[src/rtl/axi_wr_rr_sched.sv]
`default_nettype none
//--------------------------------------------------------------------------
// axi_wr_rr_sched: round-robin write scheduler; the grant is held from AW to B
// Rev 1.0
//--------------------------------------------------------------------------
module axi_wr_rr_sched #(
    parameter int NUM_M  = 3,
    parameter int ID_W   = 4,
    parameter int MID_W  = 4,
    parameter int ADDR_W = 32,
    parameter int LEN_W  = 4,
    parameter int DATA_W = 32
) (
    input  logic                           clk,
    input  logic                           rst,
    input  logic [NUM_M*ID_W-1:0]          awid_i,
    input  logic [NUM_M*ADDR_W-1:0]        awaddr_i,
    input  logic [NUM_M*LEN_W-1:0]         awlen_i,
    input  logic [NUM_M-1:0]               awvalid_i,
    output logic [NUM_M-1:0]               awready_o,
    input  logic [NUM_M*DATA_W-1:0]        wdata_i,
    input  logic [NUM_M*(DATA_W/8)-1:0]    wstrb_i,
    input  logic [NUM_M-1:0]               wlast_i,
    input  logic [NUM_M-1:0]               wvalid_i,
    output logic [NUM_M-1:0]               wready_o,
    output logic [NUM_M-1:0]               bvalid_o,
    input  logic [NUM_M-1:0]               bready_i,
    output logic [1:0]                     bresp_o,
    output logic [MID_W+ID_W-1:0]          awid_s_o,
    output logic [ADDR_W-1:0]              awaddr_s_o,
    output logic [LEN_W-1:0]               awlen_s_o,
    output logic                           awvalid_s_o,
    input  logic                           awready_s_i,
    output logic [DATA_W-1:0]              wdata_s_o,
    output logic [DATA_W/8-1:0]            wstrb_s_o,
    output logic                           wlast_s_o,
    output logic                           wvalid_s_o,
    input  logic                           wready_s_i,
    input  logic [1:0]                     bresp_s_i,
    input  logic                           bvalid_s_i,
    output logic                           bready_s_o,
    output logic [NUM_M-1:0]               grant_o,
    output logic                           len_err_o
);

    localparam int STRB_W = DATA_W / 8;
    localparam int IDX_W  = (NUM_M > 1) ? $clog2(NUM_M) : 1;

    typedef enum logic [1:0] {
        IDLE = 2'd0,
        ADDR = 2'd1,
        DATA = 2'd2,
        RESP = 2'd3
    } state_t;

    state_t           state, state_nx;
    logic [IDX_W-1:0] gidx, gidx_nx;
    logic [IDX_W-1:0] ptr, ptr_nx;
    logic [IDX_W-1:0] pick;
    logic [IDX_W:0]   cand;
    logic [LEN_W-1:0] cnt, cnt_nx;
    logic             found;
    logic             w_hs;

    always_ff @(posedge clk or negedge rst) begin
        if (!rst) begin
            state <= IDLE;
            gidx  <= '0;
            ptr   <= '0;
            cnt   <= '0;
        end else begin
            state <= state_nx;
            gidx  <= gidx_nx;
            ptr   <= ptr_nx;
            cnt   <= cnt_nx;
        end
    end

    always_comb begin
        state_nx    = state;
        gidx_nx     = gidx;
        ptr_nx      = ptr;
        cnt_nx      = cnt;
        pick        = '0;
        found       = 1'b0;
        cand        = '0;
        w_hs        = 1'b0;
        awready_o   = '0;
        wready_o    = '0;
        bvalid_o    = '0;
        bresp_o     = '0;
        awid_s_o    = '0;
        awaddr_s_o  = '0;
        awlen_s_o   = '0;
        awvalid_s_o = 1'b0;
        wdata_s_o   = '0;
        wstrb_s_o   = '0;
        wlast_s_o   = 1'b0;
        wvalid_s_o  = 1'b0;
        bready_s_o  = 1'b0;
        grant_o     = '0;
        len_err_o   = 1'b0;

        // Search ptr, ptr+1, ... and keep the first requester found.
        for (int k = 0; k < NUM_M; k++) begin
            cand = {1'b0, ptr} + (IDX_W+1)'(k);
            if (cand >= (IDX_W+1)'(NUM_M)) begin
                cand = cand - (IDX_W+1)'(NUM_M);
            end
            if (!found && awvalid_i[cand[IDX_W-1:0]]) begin
                found = 1'b1;
                pick  = cand[IDX_W-1:0];
            end
        end

        if (state != IDLE) begin
            grant_o[gidx] = 1'b1;
        end

        case (state)
            IDLE: begin
                if (found) begin
                    gidx_nx  = pick;
                    state_nx = ADDR;
                end
            end
            ADDR: begin
                awid_s_o       = {MID_W'(gidx), awid_i[gidx*ID_W +: ID_W]};
                awaddr_s_o     = awaddr_i[gidx*ADDR_W +: ADDR_W];
                awlen_s_o      = awlen_i[gidx*LEN_W +: LEN_W];
                awvalid_s_o    = awvalid_i[gidx];
                awready_o[gidx] = awready_s_i;
                if (awvalid_i[gidx] && awready_s_i) begin
                    cnt_nx   = awlen_i[gidx*LEN_W +: LEN_W];
                    state_nx = DATA;
                end
            end
            DATA: begin
                w_hs           = wvalid_i[gidx] && wready_s_i;
                wdata_s_o      = wdata_i[gidx*DATA_W +: DATA_W];
                wstrb_s_o      = wstrb_i[gidx*STRB_W +: STRB_W];
                wlast_s_o      = (cnt == '0);
                wvalid_s_o     = wvalid_i[gidx];
                wready_o[gidx] = wready_s_i;
                // The master's own WLAST is only audited; AWLEN sets the burst.
                len_err_o      = w_hs && (wlast_i[gidx] != (cnt == '0));
                if (w_hs) begin
                    if (cnt == '0) begin
                        state_nx = RESP;
                    end else begin
                        cnt_nx = cnt - 1'b1;
                    end
                end
            end
            RESP: begin
                bvalid_o[gidx] = bvalid_s_i;
                bready_s_o     = bready_i[gidx];
                bresp_o        = bresp_s_i;
                if (bvalid_s_i && bready_i[gidx]) begin
                    ptr_nx   = (gidx == IDX_W'(NUM_M - 1)) ? '0 : gidx + 1'b1;
                    gidx_nx  = '0;
                    state_nx = IDLE;
                end
            end
            default: begin
                state_nx = IDLE;
            end
        endcase
    end

endmodule
`default_nettype wire

[config.mk]
export PLATFORM = sky130hd
export DESIGN_NAME = axi_wr_rr_sched
export DESIGN_NICKNAME = d
export VERILOG_FILES = /design/src/rtl/axi_wr_rr_sched.sv
export SDC_FILE = /design/constraint.sdc
export NUM_CORES = 1
export LEC_CHECK = 0
export BUFFER_PORTS_ARGS = -buffer_cell sky130_fd_sc_hd__buf_2
export CORE_AREA = 2 2 135 137
export CTS_CLUSTER_SIZE = 24
export DETAILED_ROUTE_END_ITERATION = 7
export DIE_AREA = 0 0 137 139
export GPL_TIMING_DRIVEN = 0
export HOLD_SLACK_MARGIN = 0.06
export SLEW_MARGIN = 20
export SYNTH_ARGS = -nofsm -noshare
export SYNTH_HDL_FRONTEND = slang
export SYNTH_SLANG_ARGS = --single-unit
[constraint.sdc]
create_clock -name clk -period 3.8 [get_ports clk]
set_input_delay 0.95 -clock clk [delete_from_list [all_inputs] [get_ports clk]]
set_output_delay 0.95 -clock clk [all_outputs]
set_load 0.03 [all_outputs]
# Word-level counts from Yosys, hierarchy flattened
# Index checks and enable logic that the tools add are counted.
# totals
regBits	10
out_inout_bits	99
elab_cells	109
# op_classes
add_sub_neg	7
n_lt_le_gt_ge	8
eq_ne	11
n_shift	5
muxes	53
bitwise_logic	3
reduce_logical	18
# op_table
op	n
$shiftx 96x8->32	2
$mux 32	2
$shiftx 12x5->4	3
$mux 2	14
$mux 4	5
$mux 1	16
$bmux 1 s2	7
$lt 2x3->1 const B	4
$mux 3	4
$ne 2x2->1 const B	6
$and 3x3->3	3
$pmux 2 s4	1
$pmux 4 s2	1
$logic_and 1x1->1	7
$eq 2x2->1 const B	3
$ge 3x2->1 const B	2
$mux 6	1
$reduce_bool 2->1	3
$sub 2x2->2 const B	3
$reduce_and 5->1	1
$logic_not 4->1	1
$pmux 2 s2	1
$reduce_and 4->1	1
$sub 4x1->4 const B	1
12 further kinds	13

# Longest topological paths before layout
# Gate-level depths: netlist of the first run.
# depth
word_depth	13
depth_mapped	8
depth_no_buf	7

# Least setup slack after synthesis of the first run
# No wires, ideal clock.
# synth_timing
kind	in2out
from	in wvalid_i[2]
to	out len_err_o
arrival_ns	1.955
slack_ns	0.895
stages	3
path_cell_list	mux2i_1 o21a_1 nor3_1
# synth_via
elab_chain_len	5
# synth_rtl
element	line	rtl
start, declared	24	input logic [NUM_M-1:0] wvalid_i,
$bmux 1 s2	139	w_hs = wvalid_i[gidx] && wready_s_i;
$mux 1 (implied by the code)	139	
$logic_and 1x1->1	139	
$logic_and 1x1->1	146	len_err_o = w_hs && (wlast_i[gidx] != (cnt == '0));
$mux 1	120	case (state)
end, declared	43	output logic len_err_o
# No other way between the ends. The select of a mux whose other input is x is not followed.

# Worst setup path after layout of the first run
# layout_timing
from	reg gidx[0]
to	out awaddr_s_o[4]
# layout_via
elab_chain_len	2
# layout_rtl
element	line	rtl
start, declared	57	logic [IDX_W-1:0] gidx, gidx_nx;
start signal, assigned	73	gidx <= gidx_nx;
$shiftx 96x8->32	129	awaddr_s_o = awaddr_i[gidx*ADDR_W +: ADDR_W];
$mux 32	120	
end, declared	30	output logic [ADDR_W-1:0] awaddr_s_o,
# No other way between the ends.

==> metrics.txt, run 1 <==
outcome=finished clean; post-DR vias/cell=4.366; Slew HR=0.5671; final period utilization=0.8973; GP Congestion=0.7903; clock net sink count=10; FILL cells=1988; Reg2Reg Capture Point=state[1]$_DFFE_PN0P_; Worst EP required=2.85 ns; width of the die=137 um; final setup TNS=0 ns; asr flop ratio synth=1.000; most frequent cells in the layout=buf_2 (356), nor2_1 (89), mux2i_1 (84); Cell Count, Final, Fillers Out=1051; worst vdd ir=0.2782 mV; area of the multi-input gates=0.002604 mm^2; CP cell instances=buf_2, clkbuf_1, clkbuf_1, nor2_1, a21oi_1, nor2_1, buf_2; wire length of the first global-routing pass=23.33 mm; # DRC=0; post-route ant nets=0; Yosys warning count=0; antenna violations before repair=1; vias in the first global route=around 4600; most common cell after layout, fill and taps aside=buf_2; crit-path max FO=10; final net count=1078; synthesized cell area=0.003069 mm^2; cell row count=49; syn avg cell area=between 6 and 7 um^2; FF/Latch Area=250.2 um^2; placed insts=1048; Setup Fix Bufs, Post-CTS=0; ys flop type=dfrtp_1; Worst-Margin Slew=0.6487 ns; Worst Setup Slack, final=around 0.4 ns; Final Max Tran Viols=0; Worst EP arrival=2.46 ns; H-Tree Depth=1; maxcap violations=0; post-synthesis sequential area ratio=0.08153; Vias=4589; worst reg-to-reg setup slack=roughly 1.5 ns; die area=0.01904 mm^2; starting density of the core=0.1738; io pins=346; pre-CTS setup slack=0.4359 ns; Worst-path clk slew=0.04 ns; CTS Buf Count=3; Worst Hold Depth=2; post-route minimum period=3.410 ns; hold_buf cts=0; clk root buf=clkbuf_16; Hold Path Sink=ptr[0]$_DFFE_PN0P_; Skew-Pair Late Insertion Delay=between 0.2 and 0.25 ns; cells after synthesis=between 400 and 500; top-area cell type share of the netlist area=0.2740; Hold Path Class=flop to flop; share of layout cells above drive strength 1=0.4531; Final setup viols=0; Power Dens Cells=614.3 mW/mm^2; top cells by area, synth=mux2i_1 (27%), nor2_1 (11%), and2_1 (9.2%), dfrtp_1 (8.2%), o21ai_0 (6.8%); Max Root-Sink Buffers=2; CTS resizes=0; #FFs+latches synth=10; max incr delay on CP=0.53 ns; path depth of the worst reg2reg path=6; leading area contributor after synthesis=mux2i_1; Post-synth EDFFs=0; Achievable Freq=293.3 MHz; startpoint types=flop; Die Span Y=around 140 um; Final Skew=0.001113 ns; DRT iter0 DRCs=133; Overflow after GRT=0; TritonCTS clock tree=done; Crit-path slowest cell=clkbuf_1; post-DP HPWL=13.55 mm; Area Overhead vs Synth=67.79%; number of port buffers=343; final wirelength=16.10 mm; WS Path Type=flop to output port; GRT Util Overall=0.1557; core area=approximately 0.018 mm^2; Synth cell types=49; largest net degree at the start of global routing=11; hold_sp=ptr[0]$_DFFE_PN0P_; Leak=2.703 nW; RSZ-0062 raised after global routing=false; WL/cell=15.32 um; worst reg2reg path startpoint=state[1]$_DFFE_PN0P_; DR pass1 iterations=4; crit end category=output port; Final Hold Viols=0
==> per-layer routing <==
metal | GRT usage | part of all wire | up-vias
met5 | 0 | 0 | -
met4 | 0.03418 | 0.016 | 0
met3 | 0.02485 | 0.085 | 12
met2 | 0.3035 | 0.51 | 242
met1 | 0.1727 | 0.39 | 2024
li1 | - | - | 2311
==> final cells by class <==
cell class | count | area share
Sequential cell | 10 | 0.04859
Clock buffer | 3 | 0.01458
Buffer | 40 | 0.03523
Inverter | 9 | 0.006560
Timing Repair Buffer | 343 | 0.3333
Antenna cell | 1 | 0.0004859
Multi-Input combinational cell | 416 | 0.5056
Tap cell | 229 | 0.05564
==> sequential cells by signal (all words and copies together) (netlist names) <==
name and cells:
cnt 4, gidx 2, ptr 2, state 2
==> synth_stat cells (2+ instances only) <==
master,number
nor2b_1,3
mux2_2,3
ha_1,8
a21oi_1,41
o21ai_2,2
o21ai_0,42
buf_1,6
dfrtp_1,10
o21a_1,2
a31oi_1,2
clkbuf_1,19
a21boi_1,2
nand2_1,48
and2_1,45
nor2_1,89
nor3_1,9
inv_1,9
buf_4,2
mux2i_1,84
buf_2,13
nand3_1,3
a221oi_1,2
nand2b_1,5
==> where the power goes <==
group          switching [mW]  internal [mW]  total, mW
Sequential             0.0471          0.160      0.207
Combinational            1.84          0.934       2.77
Clock                  0.0501          0.137      0.187
==> worst max path at each step <==
stage	to	slack, ns	startpoint	cells after the start
floorplan	len_err_o	0.90	wvalid_i[2]	3
global placement	awid_s_o[3]	0.45	state[1]$_DFFE_PN0P_	7
detailed placement	awid_s_o[3]	0.44	state[1]$_DFFE_PN0P_	7
CTS	awid_s_o[3]	0.19	state[1]$_DFFE_PN0P_	7
global route	awaddr_s_o[4]	0.03	gidx[0]$_DFFE_PN0P_	7
finish	awaddr_s_o[4]	0.39	gidx[0]$_DFFE_PN0P_	7
==> critical path: cells and delay by family (launching register included) <==
kind / cells / cell delay, ns
flip-flops: 1 / 0.41
AO/OA/AOI/OAI: 1 / 0.15
buffers and inverters: 4 / 1.41
AND/OR/NAND/NOR: 2 / 0.24
==> stage by stage <==
step | power (mW) | utilization | cell area [um^2] | hold slack [ns]
after detailed placement | 3.015 | 0.2875 | 5076 | 0.5128
after global routing | 3.448 | 0.2915 | 5147 | 0.5751
final | 3.163 | 0.2917 | 5150 | 0.5224
after CTS | 3.213 | 0.2917 | 5151 | 0.5219
after global placement | 3.001 | 0.2875 | 5076 | 0.5017
after floorplan | 2.135 | - | 3073 | 0.4772
==> logic make-up (layout without fill, tap and decap cells) <==
group                      count (synthesis)  after routing  share of synthesized area
muxes                                     88             88                     0.2886
buffers and inverters                     50            395                    0.07134
and+or+nand+nor                          211            211                     0.3204
adders and majority gates                  9              9                    0.03588
xor gates and xnor gates                   2              2                   0.005708
other                                      1              3                   0.001222
AOI/OAI and AO/OA                        104            104                     0.1953
DFF                                       10             10                    0.08153
Note: power is estimated with default switching activity, not from simulation.
==> run 2: changes to the inputs <==
Settings changed: PLACE_DENSITY from default to 0.47.
==> metrics.txt, run 2 (synthesis results as in run 1) <==
Cell Count, Final, Fillers Out=approximately 1100; clock net sink count=10; Final Max Tran Viols=0; TritonCTS clock tree=done; Slew HR=0.5354; Area Overhead vs Synth=68.41%; cell internal pwr=1.255 mW; switching power=1.930 mW; Hold Path Class=flop to flop; antenna violations before repair=1; die area=0.01904 mm^2; worst vdd ir=roughly 0.19 mV; post-layout util=0.2927; register name with the most flops=cnt; final setup TNS=0 ns; CTS Buf Count=3; Final Hold Viols=0; io pins=approximately 350; final wirelength=between 15 and 20 mm; Power Dens Cells=616.2 mW/mm^2; Overflow after GRT=0; Reg power frac=0.065; final period utilization=0.9265; Achievable Freq=~280 MHz; final net count=about 1100; most common cell after layout, fill and taps aside=buf_2; crit-path max FO=10; starting density of the core=0.1738; DRT iter0 DRCs=around 190; H-Tree Depth=1; share of layout cells above drive strength 1=0.4544; Die Span Y=139 um; width of the die=~140 um; Worst EP arrival=2.57 ns; WS Path Type=flop to output port; total power=3.185 mW; RSZ-0062 raised after global routing=false; startpoint types=flop; max reg flops=4; DR pass1 iterations=5; Max Root-Sink Buffers=2; crit end category=output port; GRT Util Overall=0.1568; Leak=2.714 nW; switching part of the total=0.6061; Final Skew=0.001477 ns; Worst EP required=between 2 and 3 ns; post-DR vias/cell=4.339; cell row count=a little under 50; pre-CTS setup slack=0.3456 ns; Skew-Pair Late Insertion Delay=0.24 ns; Logic pwr share=0.868; clock power share=0.067; Worst-path clk slew=0.04 ns; clk root buf=clkbuf_16; Setup Fix Bufs, Post-CTS=0; GP Congestion=0.8372; post-route minimum period=3.521 ns; post-route ant nets=0; maxcap violations=0; vias in the first global route=between 4000 and 5000; number of port buffers=roughly 340; Vias=4569; Worst Setup Slack, final=0.2792 ns; WL/cell=roughly 15 um; FILL cells=just over 2000; wire length of the first global-routing pass=between 20 and 25 mm; Worst-Margin Slew=0.6969 ns; most frequent cells in the layout=buf_2 (356), nor2_1 (89), mux2i_1 (84); post-DP HPWL=13.75 mm; Final setup viols=0; largest net degree at the start of global routing=11; # DRC=0; outcome=finished clean; placed insts=around 1000; core area=0.01766 mm^2
run 2: cell count changes in the layout (fill, tap and decap cells not counted), sizes merged:
cell and delta:
clkbuf +2
run 2: power by group through the flow:
stage | Combinational [mW] | Clock (mW) | Sequential (mW)
after floorplan | 1.94 | 0 | 0.197
after global placement | 2.82 | 0 | 0.210
after detailed placement | 2.81 | 0 | 0.210
after CTS | 2.82 | 0.218 | 0.208
after global routing | 3.05 | 0.220 | 0.217
final | 2.76 | 0.214 | 0.208
run 2: layout make-up:
type,instances,area [um^2],area share
Inverter,9,33.78,0.006536
Timing Repair Buffer,343,1717,0.3321
Clock buffer,4,88.84,0.01719
Tap cell,229,286.5,0.05543
Antenna cell,1,2.502,0.0004841
Sequential cell,10,250.2,0.04841
Buffer,41,186.4,0.03607
Multi-Input combinational cell,416,2604,0.5038
run 2: path summary, 6_finish.rpt:
path | from | endpoint | slack, ns | depth (start not counted)
max in group asynchronous | rst | ptr[0]$_DFFE_PN0P_ | 3.03 | 1
min reg2reg | ptr[0]$_DFFE_PN0P_ | ptr[0]$_DFFE_PN0P_ | 0.53 | 2
min in group asynchronous | rst | cnt[1]$_DFFE_PN0P_ | 0.57 | 1
max reg2reg | state[0]$_DFFE_PN0P_ | cnt[1]$_DFFE_PN0P_ | 1.61 | 6
max | gidx[0]$_DFFE_PN0P_ | awaddr_s_o[4] | 0.28 | 7
min | ptr[0]$_DFFE_PN0P_ | ptr[0]$_DFFE_PN0P_ | 0.53 | 2
run 2: critical path, cell delays in order (launching register included):
cell	delay [ns]
dfrtp_1	0.43
buf_2	0.30
clkbuf_1	0.57
clkbuf_1	0.43
nor2_1	0.19
a21oi_1	0.15
nor2_1	0.05
buf_2	0.18
run 2: per-layer routing:
layer / up-vias / global-route usage / part of all wire
li1: 2319 / - / -
met3: 19 / 0.02595 / 0.086
met1: 1992 / 0.1700 / 0.38
met2: 239 / 0.3079 / 0.52
met4: 0 / 0.03744 / 0.013
met5: - / 0 / 0
run 2: timing repair:
item	in CTS	in global routing
setup endpoints to repair	0	9
resized for setup	0	2
hold buffers	0	0
run 2: metrics by stage:
stage               hold slack, ns  cell area (um^2)
finish                      0.5306              5169
global route                0.5690              5169
CTS                         0.5273              5165
detailed placement          0.5179              5076
global placement            0.5097              5076
floorplan                   0.4772              3073
==> run 3: changes to the inputs <==
Settings changed: CELL_PAD_IN_SITES_DETAIL_PLACEMENT from default to 1, CELL_PAD_IN_SITES_GLOBAL_PLACEMENT from default to 1, CORE_AREA 2 2 135 137 to 2 2 134 136, DIE_AREA 0 0 137 139 to 0 0 136 138, PLACE_DENSITY 0.47 to 0.72.
==> metrics.txt, run 3 (synthesis results as in run 1) <==
Leak=between 2 and 3 nW; cell row count=between 40 and 50; Top Metal Used=met4; post-route minimum period=3.475 ns; Logic pwr share=0.877; Worst-path clk slew=about 0.040 ns; post-route ant nets=0; crit end category=output port; total power=around 3.2 mW; DR pass1 iterations=4; wire length of the first global-routing pass=25.81 mm; met1 WL=6.313 mm; DR WL met3=roughly 1.4 mm; Skew-Pair Late Insertion Delay=approximately 0.23 ns; core area=~0.018 mm^2; final setup TNS=0 ns; DRT iter0 DRCs=95; Hold Path Sink=cnt[1]$_DFFE_PN0P_; outcome=finished clean; most common cell after layout, fill and taps aside=buf_2; register name with the most flops=cnt; post-DR vias/cell=4.478; Worst Hold Depth=2; post-DP HPWL=14.45 mm; starting density of the core=0.1750; most frequent cells in the layout=buf_2 (356), nor2_1 (89), mux2i_1 (84); Area Overhead vs Synth=67.71%; DR WL met2=9.137 mm; number of port buffers=343; RSZ-0062 raised after global routing=false; Overflow after GRT=0; Final setup viols=0; GRT Util Overall=0.1706; die area=0.01877 mm^2; switching part of the total=0.6125; final net count=approximately 1100; io pins=346; Final Max Tran Viols=0; startpoint types=flop; GP Congestion=0.7901; width of the die=136 um; maxcap violations=0; final wirelength=between 15 and 20 mm; Max Root-Sink Buffers=2; hold_sp=cnt[1]$_DFFE_PN0P_; Slew HR=0.5450; Achievable Freq=between 200 and 300 MHz; CTS resizes=0; Hold Path Class=flop to flop; Die Span Y=~140 um; vias in the first global route=5073; TritonCTS clock tree=done; largest net degree at the start of global routing=11; FILL cells=2364; clk root buf=clkbuf_16; final period utilization=0.9145; Worst-Margin Slew=between 0.6 and 0.7 ns; clock power share=0.057; Reg2Reg Capture Point=state[1]$_DFFE_PN0P_; clock net sink count=10; worst reg-to-reg setup slack=1.42 ns; max reg flops=4; # DRC=0; H-Tree Depth=1; switching power=1.945 mW; worst vdd ir=roughly 0.25 mV; Reg power frac=0.066; Power Dens Cells=617.0 mW/mm^2; share of layout cells above drive strength 1=0.4531; Final Hold Viols=0; cell internal pwr=around 1.2 mW; Final Skew=0.0008926 ns; worst reg2reg path startpoint=state[1]$_DFFE_PN0P_; ANT cells=0; Worst EP required=2.85 ns; WS Path Type=flop to output port; WL/cell=between 15 and 20 um; Worst EP arrival=2.53 ns; CTS Buf Count=3; crit-path max FO=10; path depth of the worst reg2reg path=6; Vias=4702; antenna violations before repair=0
run 3: changes by cell type in the layout (fill, tap and decap cells not counted):
cell,previous run,this run
diode_2,1,0
clkbuf_8,1,0
clkbuf_2,1,0
run 3: area by class of cell:
type	instances	area, um^2	share of cell area
tap	229	286.5	0.05566
buffer	40	181.4	0.03525
inverter	9	33.78	0.006563
clock buffer	3	75.07	0.01458
timing repair buffer	343	1717	0.3335
sequential	10	250.2	0.04861
multi-input combinational	416	2604	0.5058
run 3: worst max-delay path by stage:
stage                    startpoint             end  depth (start not counted)
6_report        gidx[0]$_DFFE_PN0P_   awaddr_s_o[4]                          7
4_1_cts        state[1]$_DFFE_PN0P_  awaddr_s_o[26]                          7
2_1_floorplan           wvalid_i[2]       len_err_o                          3
5_1_grt         gidx[0]$_DFFE_PN0P_   awaddr_s_o[4]                          7
3_5_place_dp   state[1]$_DFFE_PN0P_  awaddr_s_o[26]                          7
3_3_place_gp   state[1]$_DFFE_PN0P_     awid_s_o[3]                          7
run 3: per-layer routing:
metal  vias to the layer above  global-route usage
met1                      2178              0.1794
met3                         6             0.03007
met2                       211              0.3523
met5                         -                   0
li1                       2307                   -
met4                         0             0.01809
run 3: timing repair:
item,CTS,global route
setup buffers,0,0
hold buffers,0,0
setup endpoints to repair,0,10
run 3: power groups by stage:
stage          combinational, mW  sequential, mW  clock [mW]
2_1_floorplan               1.94           0.197           0
6_report                    2.79           0.211       0.180
3_3_place_gp                2.80           0.207           0
5_1_grt                     3.06           0.218       0.190
4_1_cts                     2.85           0.210       0.185
3_5_place_dp                2.83           0.212           0
run 3: metrics by stage:
step | setup slack [ns] | hold slack (ns) | util | cells | cell area [um^2]
final | 0.3248 | 0.5415 | 0.2936 | 1050 | 5147
after floorplan | 0.8953 | 0.4772 | - | 476 | 3073
after global routing | 0.02087 | 0.5787 | 0.2936 | 1050 | 5147
after CTS | 0.08142 | 0.5384 | 0.2938 | 1051 | 5151
after global placement | 0.4053 | 0.5013 | 0.2895 | 1048 | 5076
after detailed placement | 0.3398 | 0.5233 | 0.2895 | 1048 | 5076
run 3: critical path, cell delays in order (launching register included):
cell	delay, ns
dfrtp_1	0.42
buf_2	0.28
clkbuf_1	0.51
clkbuf_1	0.43
nor2_1	0.20
a21oi_1	0.17
nor2_1	0.06
buf_2	0.21
